===== config.mk =====
export PLATFORM = sky130hd
export DESIGN_NAME = wr_front
export DESIGN_NICKNAME = d
export VERILOG_FILES = /design/src/rtl/fifo_pkg.sv /design/src/rtl/wr_skid_buf.sv /design/src/rtl/wr_front.sv
export SDC_FILE = /design/constraint.sdc
export NUM_CORES = 1
export LEC_CHECK = 0
export ABC_AREA = 1
export ABC_CLOCK_PERIOD_IN_PS = 2400
export BUFFER_PORTS_ARGS = -buffer_cell sky130_fd_sc_hd__buf_4
export CORE_ASPECT_RATIO = 0.7
export CORE_UTILIZATION = 35
export DETAILED_ROUTE_END_ITERATION = 8
export GPL_ROUTABILITY_DRIVEN = 0
export PLACE_DENSITY = 0.54
export REMOVE_ABC_BUFFERS = 1
export SYNTH_ARGS = -nofsm -noshare
export SYNTH_HDL_FRONTEND = slang
export SYNTH_HIERARCHICAL = 1
export SYNTH_SLANG_ARGS = --single-unit

===== constraint.sdc =====
create_clock -name wr_clk -period 2.4 [get_ports wr_clk]
set_input_delay 0.48 -clock wr_clk [delete_from_list [all_inputs] [get_ports wr_clk]]
set_output_delay 0.48 -clock wr_clk [all_outputs]
set_load 0.005 [all_outputs]

===== src/rtl/fifo_pkg.sv =====
// Shared types and helpers for the asynchronous FIFO write-side logic.
package fifo_pkg;

  // Occupancy of the write-side skid buffer.
  typedef enum logic [1:0] {
    ST_EMPTY = 2'd0,
    ST_ONE   = 2'd1,
    ST_TWO   = 2'd2
  } skid_state_e;

  localparam int STALL_CNT_W = 16;
  localparam int GRAY_MAX_W  = 32;

  // Gray-to-binary conversion for a code of width w (1..GRAY_MAX_W).
  // Bits at or above w are masked off, so callers can pass a zero-extended
  // pointer and cast the result back down to the pointer width.
  function automatic logic [GRAY_MAX_W-1:0] gray2bin(
    input logic [GRAY_MAX_W-1:0] g,
    input int                    w
  );
    logic [GRAY_MAX_W-1:0] mask;
    logic [GRAY_MAX_W-1:0] gm;
    logic [GRAY_MAX_W-1:0] b;
    if (w >= GRAY_MAX_W) mask = '1;
    else                 mask = (GRAY_MAX_W'(1) << w) - GRAY_MAX_W'(1);
    gm = g & mask;
    b  = '0;
    b[GRAY_MAX_W-1] = gm[GRAY_MAX_W-1];
    for (int i = GRAY_MAX_W - 2; i >= 0; i--) begin
      b[i] = b[i+1] ^ gm[i];
    end
    return b;
  endfunction

endpackage


===== src/rtl/wr_skid_buf.sv =====
// Two-entry skid buffer between the producer handshake and the FIFO write port.
// Handshake: a word moves on the producer side when s_valid && s_ready at a
// rising edge, and into the FIFO when wr_en && !full at a rising edge. s_ready
// and wr_en are decodes of the registered next state, so neither depends
// combinationally on s_valid or full. The output register always holds the
// oldest buffered word; the skid register holds the second one.
module wr_skid_buf
  import fifo_pkg::*;
#(
  parameter int DWIDTH = 8
) (
  input  logic              clk,
  input  logic              rst,
  input  logic              s_valid,
  input  logic [DWIDTH-1:0] s_data,
  output logic              s_ready,
  input  logic              full,
  output logic              wr_en,
  output logic [DWIDTH-1:0] wr_data,
  output skid_state_e       state_o
);

  skid_state_e       state_q, state_d;
  logic [DWIDTH-1:0] out_q, out_d;
  logic [DWIDTH-1:0] skid_q, skid_d;
  logic              wr_en_q, wr_en_d;
  logic              s_ready_q, s_ready_d;

  logic accept;
  logic drain;

  assign accept = s_valid && s_ready_q;
  assign drain  = wr_en_q && !full;

  // Next-state, data steering and registered output decodes.
  always_comb begin
    state_d = state_q;
    out_d   = out_q;
    skid_d  = skid_q;
    unique case (state_q)
      ST_EMPTY: begin
        if (accept) begin
          state_d = ST_ONE;
          out_d   = s_data;
        end
      end
      ST_ONE: begin
        if (accept && drain) begin
          out_d = s_data;
        end else if (accept) begin
          state_d = ST_TWO;
          skid_d  = s_data;
        end else if (drain) begin
          state_d = ST_EMPTY;
        end
      end
      ST_TWO: begin
        if (drain) begin
          state_d = ST_ONE;
          out_d   = skid_q;
        end
      end
      default: begin
        state_d = ST_EMPTY;
      end
    endcase
    wr_en_d   = (state_d != ST_EMPTY);
    s_ready_d = (state_d != ST_TWO);
  end

  // State machine registers; reset drops any buffered words.
  always_ff @(posedge clk) begin
    if (rst) begin
      state_q   <= ST_EMPTY;
      out_q     <= '0;
      skid_q    <= '0;
      wr_en_q   <= 1'b0;
      s_ready_q <= 1'b1;
    end else begin
      state_q   <= state_d;
      out_q     <= out_d;
      skid_q    <= skid_d;
      wr_en_q   <= wr_en_d;
      s_ready_q <= s_ready_d;
    end
  end

  assign s_ready = s_ready_q;
  assign wr_en   = wr_en_q;
  assign wr_data = out_q;
  assign state_o = state_q;

endmodule


===== src/rtl/wr_front.sv =====
// Write-side front end of the asynchronous FIFO: producer skid buffer,
// registered fill level / almost_full from the pointers, and a saturating
// producer stall counter.
module wr_front
  import fifo_pkg::*;
#(
  parameter int SIZE      = 3,
  parameter int DWIDTH    = 8,
  parameter int AF_THRESH = 6
) (
  input  logic                   wr_clk,
  input  logic                   wr_rst,
  input  logic                   s_valid,
  input  logic [DWIDTH-1:0]      s_data,
  output logic                   s_ready,
  input  logic                   full,
  input  logic [SIZE:0]          bi_wr_ptr,
  input  logic [SIZE:0]          gr_rd_ptr,
  output logic                   wr_en,
  output logic [DWIDTH-1:0]      wr_data,
  output logic [SIZE:0]          wr_level,
  output logic                   almost_full,
  output logic [STALL_CNT_W-1:0] stall_cnt
);

  localparam logic [SIZE:0] AF_TH = (SIZE + 1)'(AF_THRESH);
  localparam logic [STALL_CNT_W-1:0] STALL_MAX = '1;

  skid_state_e skid_state;

  wr_skid_buf #(
    .DWIDTH (DWIDTH)
  ) u_skid (
    .clk     (wr_clk),
    .rst     (wr_rst),
    .s_valid (s_valid),
    .s_data  (s_data),
    .s_ready (s_ready),
    .full    (full),
    .wr_en   (wr_en),
    .wr_data (wr_data),
    .state_o (skid_state)
  );

  logic [SIZE:0]            rd_bin;
  logic [SIZE:0]            wr_level_q, wr_level_d;
  logic                     almost_full_q, almost_full_d;
  logic [STALL_CNT_W-1:0]   stall_cnt_q, stall_cnt_d;

  // Occupancy from pointers; modulo-2^(SIZE+1) subtraction absorbs wrap.
  // A stale read pointer only makes this larger, never smaller.
  always_comb begin
    rd_bin        = (SIZE + 1)'(gray2bin(GRAY_MAX_W'(gr_rd_ptr), SIZE + 1));
    wr_level_d    = bi_wr_ptr - rd_bin;
    almost_full_d = (wr_level_d >= AF_TH);
  end

  // Stall = producer offering a word while the buffer is full (state TWO,
  // which is exactly when s_ready is low).
  always_comb begin
    stall_cnt_d = stall_cnt_q;
    if (s_valid && (skid_state == ST_TWO) && (stall_cnt_q != STALL_MAX)) begin
      stall_cnt_d = stall_cnt_q + 1'b1;
    end
  end

  // Level, flag and stall counter registers.
  always_ff @(posedge wr_clk) begin
    if (wr_rst) begin
      wr_level_q    <= '0;
      almost_full_q <= 1'b0;
      stall_cnt_q   <= '0;
    end else begin
      wr_level_q    <= wr_level_d;
      almost_full_q <= almost_full_d;
      stall_cnt_q   <= stall_cnt_d;
    end
  end

  assign wr_level    = wr_level_q;
  assign almost_full = almost_full_q;
  assign stall_cnt   = stall_cnt_q;

endmodule


# After elaboration in Yosys (flattened, before gate mapping)
# Index checks and enable logic that the tools add are counted.
[totals]
out_inout_bits = 31
wordCells = 43
regBits = 41
inputBits = 20
[op_classes]
bitwise_logic = 4
n_lt_le_gt_ge = 1
reduce_logical = 11
eq_ne = 7
n_mux = 10
add_sub_neg = 2
[ops]
columns = ["cell", "n"]
rows = [
  ["$mux W8", 3],
  ["$pmux W8 S3", 1],
  ["$add A16 B1 Y16 const B", 1],
  ["$ne A16 B16 Y1 const B", 1],
  ["$mux W2", 5],
  ["$ne A2 B1 Y1 const B", 3],
  ["$pmux W2 S3", 1],
  ["$logic_and A1 B1 Y1", 5],
  ["$ge A4 B3 Y1 const B", 1],
  ["$reduce_and A4 Y1", 1],
  ["$sub A4 B4 Y4", 1],
  ["$reduce_and A3 Y1", 1],
  ["$reduce_bool A3 Y1", 1],
  ["$xor A1 B1 Y1", 3],
  ["$eq A2 B1 Y1 const B", 1],
  ["$eq A2 B2 Y1 const B", 1],
  ["$logic_not A2 Y1", 1],
  ["$ne A2 B2 Y1 const B", 1],
  ["$reduce_bool A2 Y1", 1],
  ["$logic_not A1 Y1", 1],
  ["$not A1 Y1", 1],
]

# Logic depth before layout (Yosys ltp)
# Gate-level depths: netlist of run 1.
[logic_depth]
ltp_word = 7
mapped_depth = 10
depth_no_buf = 10

# Hierarchy
# Netlist of run 1, hierarchy kept.
[modules_own_cells]
columns = ["module", "area_per_inst_um2", "seq_area_each_um2", "cells_each", "instances"]
rows = [
  ["wr_front", 1246.2, 420.4, 174, 1],
  ["wr_skid_buf", 918.4, 400.4, 145, 1],
]

# Least setup slack after synthesis of run 1
# No wires, ideal clock.
[synth_path]
kind = "input to register"
startpoint = "input port gr_rd_ptr[2]"
endpoint = "register almost_full_q, in the netlist almost_full"
path_slack_ns = 0.273
n_path_buf = 0
t_required_ns = 2.277
path_stages = 10
setup_time_ns = 0.123
arrival_time_ns = 2.004
path_cell_list = "xnor2_1 > xor2_1 > xnor2_1 > ha_1 > inv_1 > fa_1 > xnor2_1 > nor2_1 > nand2_1 > o21ai_0"
[synth_between]
elab_chain_len = 5
[synth_rtl]
columns = ["item", "line_no", "source"]
rows = [
  ["start, declared", "wr_front.sv:18", "input logic [SIZE:0] gr_rd_ptr,"],
  ["$xor A1 B1 Y1 (*)", "fifo_pkg.sv:30", "b[i] = b[i+1] ^ gm[i];"],
  ["$xor A1 B1 Y1 (2 in series)", "fifo_pkg.sv:30", ""],
  ["$sub A4 B4 Y4 (*)", "wr_front.sv:54", "wr_level_d = bi_wr_ptr - rd_bin;"],
  ["$ge A4 B3 Y1 (*)", "wr_front.sv:55", "almost_full_d = (wr_level_d >= AF_TH);"],
  ["end signal, assigned", "wr_front.sv:75", "almost_full_q <= almost_full_d;"],
  ["end, declared", "wr_front.sv:47", "logic almost_full_q, almost_full_d;"],
]
# Every way passes the cells marked *; elsewhere a longest branch is shown, timed or not.
# A chain may end at the register's enable or synchronous reset.

# Worst setup path in the final report of run 1
# Ends and elaborated chain as after synthesis.

==> run metrics, run 1 <==
Die Area 6510 µm²; Highest Clock Rate 0.513 GHz; cell types with the largest area share after synthesis sky130_fd_sc_hd__dfxtp_1, sky130_fd_sc_hd__nand2_1, sky130_fd_sc_hd__nor2_1; flip-flop cell with the highest count after synthesis sky130_fd_sc_hd__dfxtp_1; gr usage total 15.3%; TritonCTS Buffers 5; Worst-Skew Late Latency 280 ps; post-synthesis area per instance 6.79 µm²; gate family responsible for the most delay along the worst path XOR/XNOR gates; number of ports placed on the die boundary 51; Clk network pwr share 28.2%; share of final-layout standard cells stronger than drive strength 1 23.2%; Std-Cell Rows 23; Worst path depth 11; iteration count of the initial detailed-routing pass 5; number of buffers on the longest clock path 2; core outline area 5840 µm²; Detail Route Antenna Nets 0; met3 Usage GRT 5.18%; post-synth top area share 37.9%; net switching power 447 µW; largest net degree at the start of global routing 18; summed instance area of the synthesized netlist 2160 µm²; setup repair after global routing missed its margin no; # setup viols final 0; root cell of the clock tree sky130_fd_sc_hd__clkbuf_8; Critical R2R Launch stall_cnt[0]$_SDFFE_PP0P_; R2R setup slack 580 ps; worst-path cell chain buf_4, xnor2_1, xor2_1, xnor2_1, ha_1, inv_1, fa_1, xnor2_1, nor2_1, nand2_1, o21ai_0; most used routing layer in global routing met1; clock transition at the registers of the reported paths 80 ps; Power per Cell Area 591 nW/µm²; footprint of the flip-flops and latches 821 µm²; number of nets at the end of the flow 396; sw frac 28.2%; number of antenna violations at the first check in global routing 0; total power draw 1590 µW; Period Utilization, post-route 81.2%; category of the worst setup path launch point input port; CTS Hold Bufs 0; Placement Cell Area 2600 µm²; highest-delay cell along the critical path sky130_fd_sc_hd__fa_1; worst path buffer plus inverter count 2; launching instance or port of the critical path gr_rd_ptr[2]; warning count from the yosys run 6; Hold WS 429 ps; result of the run finished, final reports clean; most numerous cell in the Yosys netlist sky130_fd_sc_hd__nand2_1; CTS tree built; Fin Setup TNS 0 ps; number of synthesized register bits 41; count of mapped cells out of synthesis 319; total non-filler cell area in the finished layout 2680 µm²; Seq/Total Area, Yosys 37.9%; DP Wirelength 3400 µm; Max Cap Viol 0; post-detailed-routing wire length 4680 µm; total global routing overflow 0; arrival time at the worst endpoint 2110 ps; worst hold path class input port to register; number of enable flip-flop cells after synthesis 0; leading cell types by count after synthesis sky130_fd_sc_hd__nand2_1, sky130_fd_sc_hd__nor2_1, sky130_fd_sc_hd__dfxtp_1; most area-hungry cell type in the Yosys netlist sky130_fd_sc_hd__dfxtp_1; end point of the critical path almost_full$_SDFF_PP0_; minimum clock period 1950 ps; routed vias/inst 4.44; number of filler cells placed in the layout 602; endpoint of the lowest-slack register-to-register path stall_cnt[14]$_SDFFE_PP0P_; area of the multi-input gates 1150 µm²; wire length of the first global-routing pass 7690 µm; worst max-slew margin expressed relative to the limit 61.9%; initial cell density of the core 37.1%; GRT met1 Usage 22.2%; chip width 96.0 µm; total internal power 1140 µW; largest vdd supply drop 239 µV; required time at the endpoint of the critical path 2560 ps; combinational share of power 22.7%; post-CTS setup-driven buffer insertion count 0; Starting DRT DRC Count 75; H-tree depth 2; die height 67.8 µm; grt met2 use 21.7%; number of hold violations in the final report 0; top fanout value on the critical path 2; number of instances resized during post-cts repair 0; worst setup skew after layout 3.79 ps; WS Path Type input port to register; vias in the first global route 1,635; maximum cell stage delay along the critical path 370 ps; number of sinks on the clock net 41; transition at the pin with the smallest max-transition slack 571 ps; buffers added on ports 50; ant diodes 0; average wire length per cell after detail routing 10.5 µm; synth unique cells 28; count of cells along the worst register-to-register path 7; CP dominant cell by count sky130_fd_sc_hd__xnor2_1; P_leak 0.00128 µW; remaining routing DRC violations 0; Syn-to-layout area delta 24.0%; Synth async-reset ratio 0%; vias post-DR 1,980; Worst Setup End Kind register; utilization after layout 45.9%; fin. max-slew vios 0; register share of total power 49.0%
## cell type report
class	count	area share, %
multi-input cells	233	42.8
flip-flops and latches	41	30.6
repair buffers	52	14.5
inverters	38	5.31
well taps	75	3.50
clock buffers	7	3.22
## per-stage QoR
step / cells / worst slack, ps
5_1_grt: 446 / 235
3_3_place_gp: 439 / 166
3_5_place_dp: 439 / 130
4_1_cts: 446 / 433
2_1_floorplan: 312 / 273
6_report: 446 / 452
## worst register-to-register path, stage by stage (launching register included)
cell and delay (ps):
sky130_fd_sc_hd__dfxtp_1 420, sky130_fd_sc_hd__ha_1 280, sky130_fd_sc_hd__inv_1 70, sky130_fd_sc_hd__nor2_2 120, sky130_fd_sc_hd__nand2_2 90, sky130_fd_sc_hd__o21ai_2 490, sky130_fd_sc_hd__nand2_1 150, sky130_fd_sc_hd__a21oi_2 150
## per-layer routing
layer	routed length, µm	vias to the layer above
li1	-	1081
met1	2520	862
met2	1840	35
met3	284	2
met4	27	0
met5	0	-
## power by group through the flow
stage          combinational, µW  sequential (µW)  clock, µW
3_5_place_dp                 364              794          0
5_1_grt                      416              788        509
4_1_cts                      365              779        475
3_3_place_gp                 362              793          0
6_report                     361              779        448
2_1_floorplan                205              797          0
## placed cells by master (no fill, tap or decap), drive strengths merged, types with 4 or more instances in the layout
cell type,count
clkbuf,7
nand2,104
a21oi,14
buf,52
nand3,17
o21ai,12
nor2,62
xnor2,7
dfxtp,41
ha,4
xor2,4
inv,37
nand4,6
## worst min-delay path by stage
| stage | cells after the start | to | startpoint | slack (ps) |
|---|---|---|---|---|
| after detailed placement | 4 | u_skid/wr_data[5]$_SDFFE_PP0P_ | u_skid/wr_data[5]$_SDFFE_PP0P_ | 500 |
| after global placement | 4 | u_skid/wr_data[7]$_SDFFE_PP0P_ | u_skid/wr_data[7]$_SDFFE_PP0P_ | 500 |
| after CTS | 3 | u_skid/skid_q[5]$_SDFFE_PP0P_ | s_data[5] | 410 |
| after floorplan | 4 | u_skid/skid_q[0]$_SDFFE_PP0P_ | u_skid/skid_q[0]$_SDFFE_PP0P_ | 490 |
| final | 3 | u_skid/skid_q[5]$_SDFFE_PP0P_ | s_data[5] | 430 |
| after global routing | 3 | u_skid/skid_q[5]$_SDFFE_PP0P_ | s_data[5] | 410 |
## state kept, by name, summed over array words and instances, names as in the netlist
name,count
u_skid/state_o,2
u_skid/wr_en,1
u_skid/wr_data,8
u_skid/s_ready,1
almost_full,1
wr_level,4
u_skid/skid_q,8
stall_cnt,16
## cell families (layout without fill, tap and decap cells)
| kind of cell | count (synthesis) | count (layout) | share of synthesized area [%] |
|---|---|---|---|
| buf+inv | 45 | 97 | 8.96 |
| flops | 41 | 41 | 37.9 |
| fa+ha+maj | 5 | 5 | 3.24 |
| simple gates | 191 | 191 | 37.9 |
| compound gates | 26 | 26 | 7.57 |
| xor+xnor | 11 | 11 | 4.45 |
(Power assumes the default switching activity.)
==> run 2, diff against run 1 <==
Settings changed: ABC_CLOCK_PERIOD_IN_PS 2400 to 1800.
Clock period 2.4 ns to 1.8 ns, I/O delays scaled along.
==> run 2 against run 1 <==
  * Non-clock buffer count is 6 higher
  * Clock-buffer cell count fell by 2
  * Core utilization is 1.3 points higher
  * Global-route usage rose by 0.73 points
  * Critical path type unchanged
  * Final area up 2.8%
  * Wire length up 4.7%
  * Combinational power grew 43%
  * Clock skew increased by 4.1 ps
  * First-iteration DRC count fell by 27%
==> run metrics, run 2 (same netlist as run 1, synthesis figures left out) <==
result of the run finished, final reports clean; Starting DRT DRC Count 55; largest vdd supply drop 420 µV; Worst-Skew Late Latency 290 ps; number of ports placed on the die boundary 51; number of sinks on the clock net 41; vias post-DR 2,003; CTS tree built; buffers added on ports 50; Worst Setup End Kind register; Std-Cell Rows 23; Period Utilization, post-route 98.1%; TritonCTS Buffers 5; average wire length per cell after detail routing 10.9 µm; gr usage total 16.1%; H-tree depth 2; remaining routing DRC violations 0; vias in the first global route 1,629; most common cell after layout, fill and taps aside sky130_fd_sc_hd__nand2_1; area of the multi-input gates 1190 µm²; category of the worst setup path launch point input port; number of flip-flops in the largest register 16; post-detailed-routing wire length 4900 µm; required time at the endpoint of the critical path 1980 ps; DP Wirelength 3490 µm; root cell of the clock tree sky130_fd_sc_hd__clkbuf_8; Power per Cell Area 771 nW/µm²; largest net degree at the start of global routing 18; Die Area 6510 µm²; transition at the pin with the smallest max-transition slack 432 ps; initial cell density of the core 37.1%; total global routing overflow 0; Detail Route Antenna Nets 0; wire length of the first global-routing pass 7770 µm; clock transition at the registers of the reported paths 80 ps; footprint of the flip-flops and latches 821 µm²; number of hold violations in the final report 0; Fin Setup TNS 0 ps; # setup viols final 0; worst hold path class input port to register; share of final-layout standard cells stronger than drive strength 1 26.1%; Max Cap Viol 0; Syn-to-layout area delta 27.5%; worst max-slew margin expressed relative to the limit 71.2%; arrival time at the worst endpoint 1940 ps; number of filler cells placed in the layout 601; ant diodes 0; number of buffers on the longest clock path 2; number of nets at the end of the flow 402; minimum clock period 1770 ps; total power draw 2130 µW; iteration count of the initial detailed-routing pass 4; routed vias/inst 4.44; core outline area 5840 µm²; number of antenna violations at the first check in global routing 0; worst setup skew after layout 7.88 ps; top fanout value on the critical path 2; fin. max-slew vios 0; P_leak 0.00132 µW; Highest Clock Rate 0.567 GHz; chip width 96.0 µm; WS Path Type input port to register; commonest cells after routing, fill and taps aside sky130_fd_sc_hd__nand2_1, sky130_fd_sc_hd__buf_4, sky130_fd_sc_hd__nor2_1, sky130_fd_sc_hd__dfxtp_1, sky130_fd_sc_hd__inv_1; die height 67.8 µm
-- run 2: cell count changes in the layout (fill, tap and decap cells not counted), sizes merged --
cell / delta
clkbuf: -2
buf: +6
clkinv: +1
-- run 2: per-layer routing --
metal | routed length, µm | global-route usage [%]
met2 | 1950 | 21.0
met3 | 271 | 6.64
met1 | 2630 | 23.7
met4 | 51 | 3.92
met5 | 0 | 0
-- run 2: area by class of cell --
cell class / instances / share of cell area [%]
multi-input cells: 233 / 43.1
clock inverters: 1 / 0.181
flip-flops and latches: 41 / 29.8
well taps: 75 / 3.40
clock buffers: 5 / 2.49
repair buffers: 58 / 15.9
inverters: 38 / 5.17
-- run 2: path summary, 6_finish.rpt --
check | startpoint | to | slack, ps | depth (start not counted)
max | gr_rd_ptr[2] | almost_full$_SDFF_PP0_ | 30 | 11
min | s_data[6] | u_skid/skid_q[6]$_SDFFE_PP0P_ | 310 | 3
max reg2reg | stall_cnt[0]$_SDFFE_PP0P_ | stall_cnt[14]$_SDFFE_PP0P_ | 220 | 9
min reg2reg | u_skid/wr_data[3]$_SDFFE_PP0P_ | u_skid/wr_data[3]$_SDFFE_PP0P_ | 520 | 4
-- run 2: per-stage QoR --
step	util (%)	hold WS, ps	worst slack (ps)	instance area (µm²)	instances
3_3_place_gp	45.1	501	-315	2640	444
2_1_floorplan	-	422	-207	2110	312
5_1_grt	47.2	290	-35.5	2760	451
6_report	47.2	305	34.8	2760	451
3_5_place_dp	45.1	504	-325	2640	444
4_1_cts	46.6	296	39.4	2720	451
-- run 2: what timing repair did --
item / 4_1_cts / 5_1_grt
hold buffers: 0 / 0
resized for setup: 1 / 8
endpoints found under the setup margin: 1 / 1
buffers inserted: 1 / 0
pin swaps: 1 / 8
-- run 2: critical path: stages --
cell and delay (ps):
sky130_fd_sc_hd__buf_4 130, sky130_fd_sc_hd__xnor2_4 160, sky130_fd_sc_hd__xor2_2 180, sky130_fd_sc_hd__xnor2_1 140
sky130_fd_sc_hd__ha_2 190, sky130_fd_sc_hd__inv_2 40, sky130_fd_sc_hd__fa_2 380, sky130_fd_sc_hd__xnor2_2 160
sky130_fd_sc_hd__nor2_1 70, sky130_fd_sc_hd__nand2_1 70, sky130_fd_sc_hd__o21ai_1 50
-- run 2: report_power, final --
group          switching, µW  internal, µW  total (µW)
registers               41.9           997        1040
clock network            315           256         570
logic                    275           243         518
